File: config.mk
export PLATFORM = sky130hd
export DESIGN_NAME = pc_sequencer
export DESIGN_NICKNAME = d
export VERILOG_FILES = /design/src/rtl/pc_sequencer.sv
export SDC_FILE = /design/constraint.sdc
export NUM_CORES = 1
export LEC_CHECK = 0
export BUFFER_PORTS_ARGS = -buffer_cell sky130_fd_sc_hd__buf_2
export CORE_MARGIN = 2
export CORE_UTILIZATION = 40
export CTS_CLUSTER_SIZE = 20
export DETAILED_ROUTE_END_ITERATION = 10
export GPL_ROUTABILITY_DRIVEN = 0
export PLACE_DENSITY_LB_ADDON = 0.08
export REMOVE_ABC_BUFFERS = 1
export SLEW_MARGIN = 40
export SYNTH_ARGS = -nofsm -noshare
export SYNTH_HDL_FRONTEND = slang
export SYNTH_SLANG_ARGS = --single-unit
File: constraint.sdc
create_clock -name clk -period 2.3 [get_ports clk]
set_input_delay 0.23 -clock clk [delete_from_list [all_inputs] [get_ports clk]]
set_output_delay 0.23 -clock clk [all_outputs]
set_load 0.05 [all_outputs]
File: src/rtl/pc_sequencer.sv
// Multi-cycle FETCH/DECODE/EXECUTE sequencer that drives the PC jump controls.
// Any cycle that does not advance the PC reloads pc_in, because the PC self-increments.
module pc_sequencer #(
  parameter int AW          = 5,
  parameter int STACK_DEPTH = 4
) (
  input  logic          clk,
  input  logic          reset,
  input  logic [AW-1:0] pc_in,
  input  logic          instr_valid,
  input  logic [2:0]    op_in,
  input  logic [AW-1:0] target_in,
  input  logic          cond_in,
  input  logic          mem_busy,
  input  logic          resume,
  output logic          pc_write,
  output logic [AW-1:0] new_pc,
  output logic          ir_load,
  output logic          exec_en,
  output logic          halted,
  output logic          fault,
  output logic [2:0]    state
);

  localparam int PW = $clog2(STACK_DEPTH);
  localparam int CW = PW + 1;

  localparam logic [2:0] OP_SEQ  = 3'd0;
  localparam logic [2:0] OP_JMP  = 3'd1;
  localparam logic [2:0] OP_BR   = 3'd2;
  localparam logic [2:0] OP_CALL = 3'd3;
  localparam logic [2:0] OP_RET  = 3'd4;
  localparam logic [2:0] OP_HALT = 3'd5;

  typedef enum logic [2:0] {
    S_FETCH   = 3'd0,
    S_DECODE  = 3'd1,
    S_EXECUTE = 3'd2,
    S_WAIT    = 3'd3,
    S_HALTED  = 3'd4,
    S_FAULT   = 3'd5
  } state_t;

  state_t        state_q, state_d;
  logic [2:0]    op_q;
  logic [AW-1:0] tgt_q;
  logic          cond_q;
  logic          exec_en_q, halted_q, fault_q;

  logic [AW-1:0] stk_q [STACK_DEPTH];
  logic [CW-1:0] cnt_q;
  logic [PW-1:0] top_idx;
  logic          full, empty, push, pop;

  assign top_idx = cnt_q[PW-1:0] - PW'(1);
  assign full    = (cnt_q == CW'(STACK_DEPTH));
  assign empty   = (cnt_q == '0);

  always_comb begin
    pc_write = 1'b1;
    new_pc   = pc_in;
    ir_load  = 1'b0;
    push     = 1'b0;
    pop      = 1'b0;
    state_d  = state_q;
    unique case (state_q)
      S_FETCH: begin
        ir_load = instr_valid;
        if (instr_valid) state_d = S_DECODE;
      end
      S_DECODE: state_d = S_EXECUTE;
      S_EXECUTE, S_WAIT: begin
        if (mem_busy) begin
          state_d = S_WAIT;
        end else begin
          state_d = S_FETCH;
          case (op_q)
            OP_JMP: new_pc = tgt_q;
            OP_BR: begin
              if (cond_q) new_pc = tgt_q;
              else        pc_write = 1'b0;
            end
            OP_CALL: begin
              if (full) begin
                state_d = S_FAULT;
              end else begin
                push   = 1'b1;
                new_pc = tgt_q;
              end
            end
            OP_RET: begin
              if (empty) begin
                state_d = S_FAULT;
              end else begin
                pop    = 1'b1;
                new_pc = stk_q[top_idx];
              end
            end
            OP_HALT: state_d = S_HALTED;
            default: pc_write = 1'b0;  // SEQ and the unused 11x codes
          endcase
        end
      end
      S_HALTED: begin
        // Releasing lets the PC increment past the HALT instruction.
        if (resume) begin
          pc_write = 1'b0;
          state_d  = S_FETCH;
        end
      end
      S_FAULT: state_d = S_FAULT;
      default: state_d = S_FETCH;
    endcase
  end

  always_ff @(posedge clk or posedge reset) begin
    if (reset) begin
      state_q   <= S_FETCH;
      op_q      <= OP_SEQ;
      tgt_q     <= '0;
      cond_q    <= 1'b0;
      cnt_q     <= '0;
      exec_en_q <= 1'b0;
      halted_q  <= 1'b0;
      fault_q   <= 1'b0;
    end else begin
      state_q   <= state_d;
      exec_en_q <= (state_d == S_EXECUTE);
      halted_q  <= (state_d == S_HALTED);
      fault_q   <= fault_q | (state_d == S_FAULT);
      if (state_q == S_DECODE) begin
        op_q   <= op_in;
        tgt_q  <= target_in;
        cond_q <= cond_in;
      end
      if (push)     cnt_q <= cnt_q + CW'(1);
      else if (pop) cnt_q <= cnt_q - CW'(1);
    end
  end

  // Contents need no reset: the count alone decides what is valid.
  always_ff @(posedge clk) begin
    if (push) stk_q[cnt_q[PW-1:0]] <= pc_in + AW'(1);
  end

  assign exec_en = exec_en_q;
  assign halted  = halted_q;
  assign fault   = fault_q;
  assign state   = state_q;

endmodule

==> run_results.csv <==
group,metric,value,unit
synth,synth_warnings,0,
final_layout,final_util,0.525,
worst_setup_path,crit_chain,"inv_2 > ha_4 > mux4_2 > and3_4 > a221o_1 > a22o_1 > buf_6",
synth,ys_seq_area_frac,0.535,
route,dr.pass1.iters,4,
pwr,clkPwrFrac,0.168,
final_layout,drive_gt1_frac,0.451,
placed_design,port_buffers,31,
worst_setup_path,crit_fanout,5,
final_layout,area_delta_synth_final,26.0,%
route,m1WireLength,1810,um
global_route,grt_pass1_vias,1316,
timing,finClkSkew,6.33,ps
die,core-area,4720,sq um
final_layout,final_area,2480,sq um
min_path,hold_path.class,"in2async",
global_route,grt-ovfl-total,0,
timing,setup_ws,-50.3,ps
route,dr.max_layer_used,"met4",
timing,slew_headroom,0.528,
job,cap_violations,0,
placed_design,dpl.hpwl,3030,um
clock_tree,cts_made_buffers,5,
final_layout,antenna_cells,0,
route,wl_met2,2030,um
timing,holdWs,39.9,ps
worst_setup_path,critical_path.max_stage_delay,380,ps
pwr,p_leak,1.02,nW
die,num_rows,25,
timing,finalSetupViolations,4,
final_layout,stdcell_count,260,
global_route,antenna_found_initial,0,
worst_setup_path,cp.arrival,2120,ps
final_layout,nNetsFinal,217,
synth,ys.flop_type,"edfxtp_1",
global_route,grt_max_degree,19,
timing,report.final.hold_viol_count,0,
synth,synth.avg_cell_area,13.6,sq um
placed_design,dp.cells,247,
timing,worstMarginPinSlew,707,ps
pwr,p_switching,0.00135,W
die,die_y,74.1,um
route,routedWlPerCell,15.6,um
route,num_vias,1348,
pwr,ir_drop,641,uV
pwr,power_frac_comb,0.519,
pwr,seq_power_share,0.313,
synth,ys_async_sr_fraction,0.474,
route,dr_wl_met3,160,um
timing,fmax,0.425,GHz
timing,rsz0062_at_grt,"true",
worst_setup_path,worst_ep_required_time,2070,ps
clock_tree,clk_pin_slew,80,ps
clock_tree,clock_sinks,38,
route,finalWirelength,4060,um
clock_tree,ctsRootBufferMaster,"clkbuf_8",
status,violations,"setup timing",
die,die_area,5490,sq um
die,ioPinCount,32,
pwr,swShare,0.396,
clock_tree,insertion_delay,290,ps
route,viasPerCell,5.18,
worst_setup_path,worstSetupEndpointType,"output pin",
die,initial_core_util,0.416,
worst_setup_path,worst_setup_path_start_kind,"register",
synth,syn_area,1970,sq um
pwr,power.density,1370,nW/um^2
timing,slew_violations,0,
timing,min_period,2350,ps
worst_setup_path,critPathSlowestCell,"dfrtp_1",
synth,synth_cell_type_count,46,
die,die_w,74.1,um
route,drt-initial-drc-count,47,
route,ant_nets,0,
clock_tree,htree_levels,2,
synth,syn_inst,145,
clock_tree,clock_path_buffers,2,
pwr,p_int,0.00205,W
global_route,track_usage,0.158,
global_route,grt_pass1_wl,6340,um
synth,synth_edf_count,20,
clock_tree,hold_buffers,0,
synth,ys_ff_latch,38,
clock_tree,cts_tree,"built",
timing,final.period_utilization,1.02,
worst_setup_path,path_class,"reg2out",
status,status,"complete, but fails checks",
placed_design,placedInstanceArea,2250,sq um
route,drc,0,
## state kept, by name, summed over array words and instances, names as in the netlist
name,count
cnt_q,3
cond_q,1
exec_en,1
fault,1
halted,1
op_q,3
state,3
stk_q,20
tgt_q,5
## final timing paths
| check | from | end | depth (start not counted) | slack, ps |
|---|---|---|---|---|
| setup / recovery | cnt_q[1]$_DFFE_PP0P_ | new_pc[3] | 7 | -50 |
| hold / removal | reset | op_q[0]$_DFFE_PP0P_ | 2 | 40 |
| setup reg to reg | op_q[2]$_DFFE_PP0P_ | cnt_q[2]$_DFFE_PP0P_ | 8 | 190 |
| hold reg to reg | tgt_q[0]$_DFFE_PP0P_ | tgt_q[0]$_DFFE_PP0P_ | 1 | 520 |
| max in group asynchronous | reset | op_q[2]$_DFFE_PP0P_ | 2 | 1770 |
| min in group clk | op_in[0] | op_q[0]$_DFFE_PP0P_ | 2 | 170 |
## final cells by class
class / count / area (sq um)
clock buffers: 5 / 68.8
multi-input cells: 94 / 901
clock inverters: 3 / 45.0
well taps: 67 / 83.8
repair buffers: 47 / 303
flip-flops and latches: 38 / 1050
fillers: 425 / 2250
inverters: 6 / 22.5
## repair_timing
action | 4_1_cts | 5_1_grt
resized for setup | 17 | 8
endpoints found under the hold margin | 0 | 0
pin swaps | 3 | 4
buffers inserted | 3 | 2
setup endpoints to repair | 5 | 6
## cells in the final DEF, fill, tap and decap left out, drive strengths merged, types with 2 or more instances in the layout
master / instances
mux4: 5
nand2b: 5
xnor2: 4
nor4b: 2
inv: 6
o21ai: 3
a221o: 4
nor3b: 3
nor2: 4
nand3: 3
clkbuf: 5
mux2: 10
and3: 7
nand3b: 2
and2: 4
clkinvlp: 2
nor2b: 3
a21oi: 4
edfxtp: 20
a22o: 6
buf: 47
ha: 5
dfrtp: 18
nand2: 3
## cells in the mapped netlist, types with 2 or more instances
cell type,instances,share of area
nor2b_1,3,0.0095
clkbuf_2,2,0.0051
mux2_2,10,0.057
nor2_1,3,0.0057
ha_1,5,0.032
buf_2,4,0.010
nand2b_1,5,0.016
nand2_1,3,0.0057
mux4_1,2,0.027
inv_1,6,0.011
and3_1,7,0.022
mux4_2,3,0.034
o21ai_0,2,0.0051
nand3_1,3,0.0076
a221o_1,4,0.020
a21oi_1,4,0.010
nand3b_1,2,0.0076
xnor2_1,4,0.018
edfxtp_1,20,0.31
dfrtp_1,18,0.23
a22o_1,6,0.027
nor4b_1,2,0.0089
and2_1,4,0.013
## power by group through the flow
stage / Sequential [W] / Clock, W / Combinational, W
finish: 0.00106 / 0.000572 / 0.00177
global route: 0.00109 / 0.000613 / 0.00190
CTS: 0.00105 / 0.000583 / 0.00172
detailed placement: 0.00105 / 0 / 0.00158
global placement: 0.00105 / 0 / 0.00155
floorplan: 0.00123 / 0 / 0.000934
## kinds of logic after synthesis
kind of cell	Yosys count	synth area share
xor gates and xnor gates	5	0.0223
buffers and inverters	13	0.0325
muxes	15	0.118
and+or+nand+nor	39	0.131
adders and majority gates	6	0.0420
AOI/OAI and AO/OA	29	0.119
DFF	38	0.535
## stage by stage
step	worst slack, ps	total power [W]	setup TNS (ps)
final	-50.3	0.00340	-123
after global placement	114	0.00260	0
after floorplan	-309	0.00217	-1290
after detailed placement	77.9	0.00264	0
after global routing	-148	0.00361	-504
after CTS	-73.3	0.00336	-226
## critical path, delay by kind of cell, from the launching register on
family | cells | cell delay (ps)
multiplexers | 1 | 320
adder cells (fa/ha/maj) | 1 | 300
AO/OA/AOI/OAI | 2 | 460
AND/OR/NAND/NOR | 1 | 160
flip-flops | 1 | 380
buffers and inverters | 2 | 220
## routing by layer
metal	up-vias	GRT usage
met5	-	0
met4	0	0.0626
met1	667	0.202
met2	31	0.258
met3	4	0.0407
li1	646	-
(Power assumes the default switching activity.)
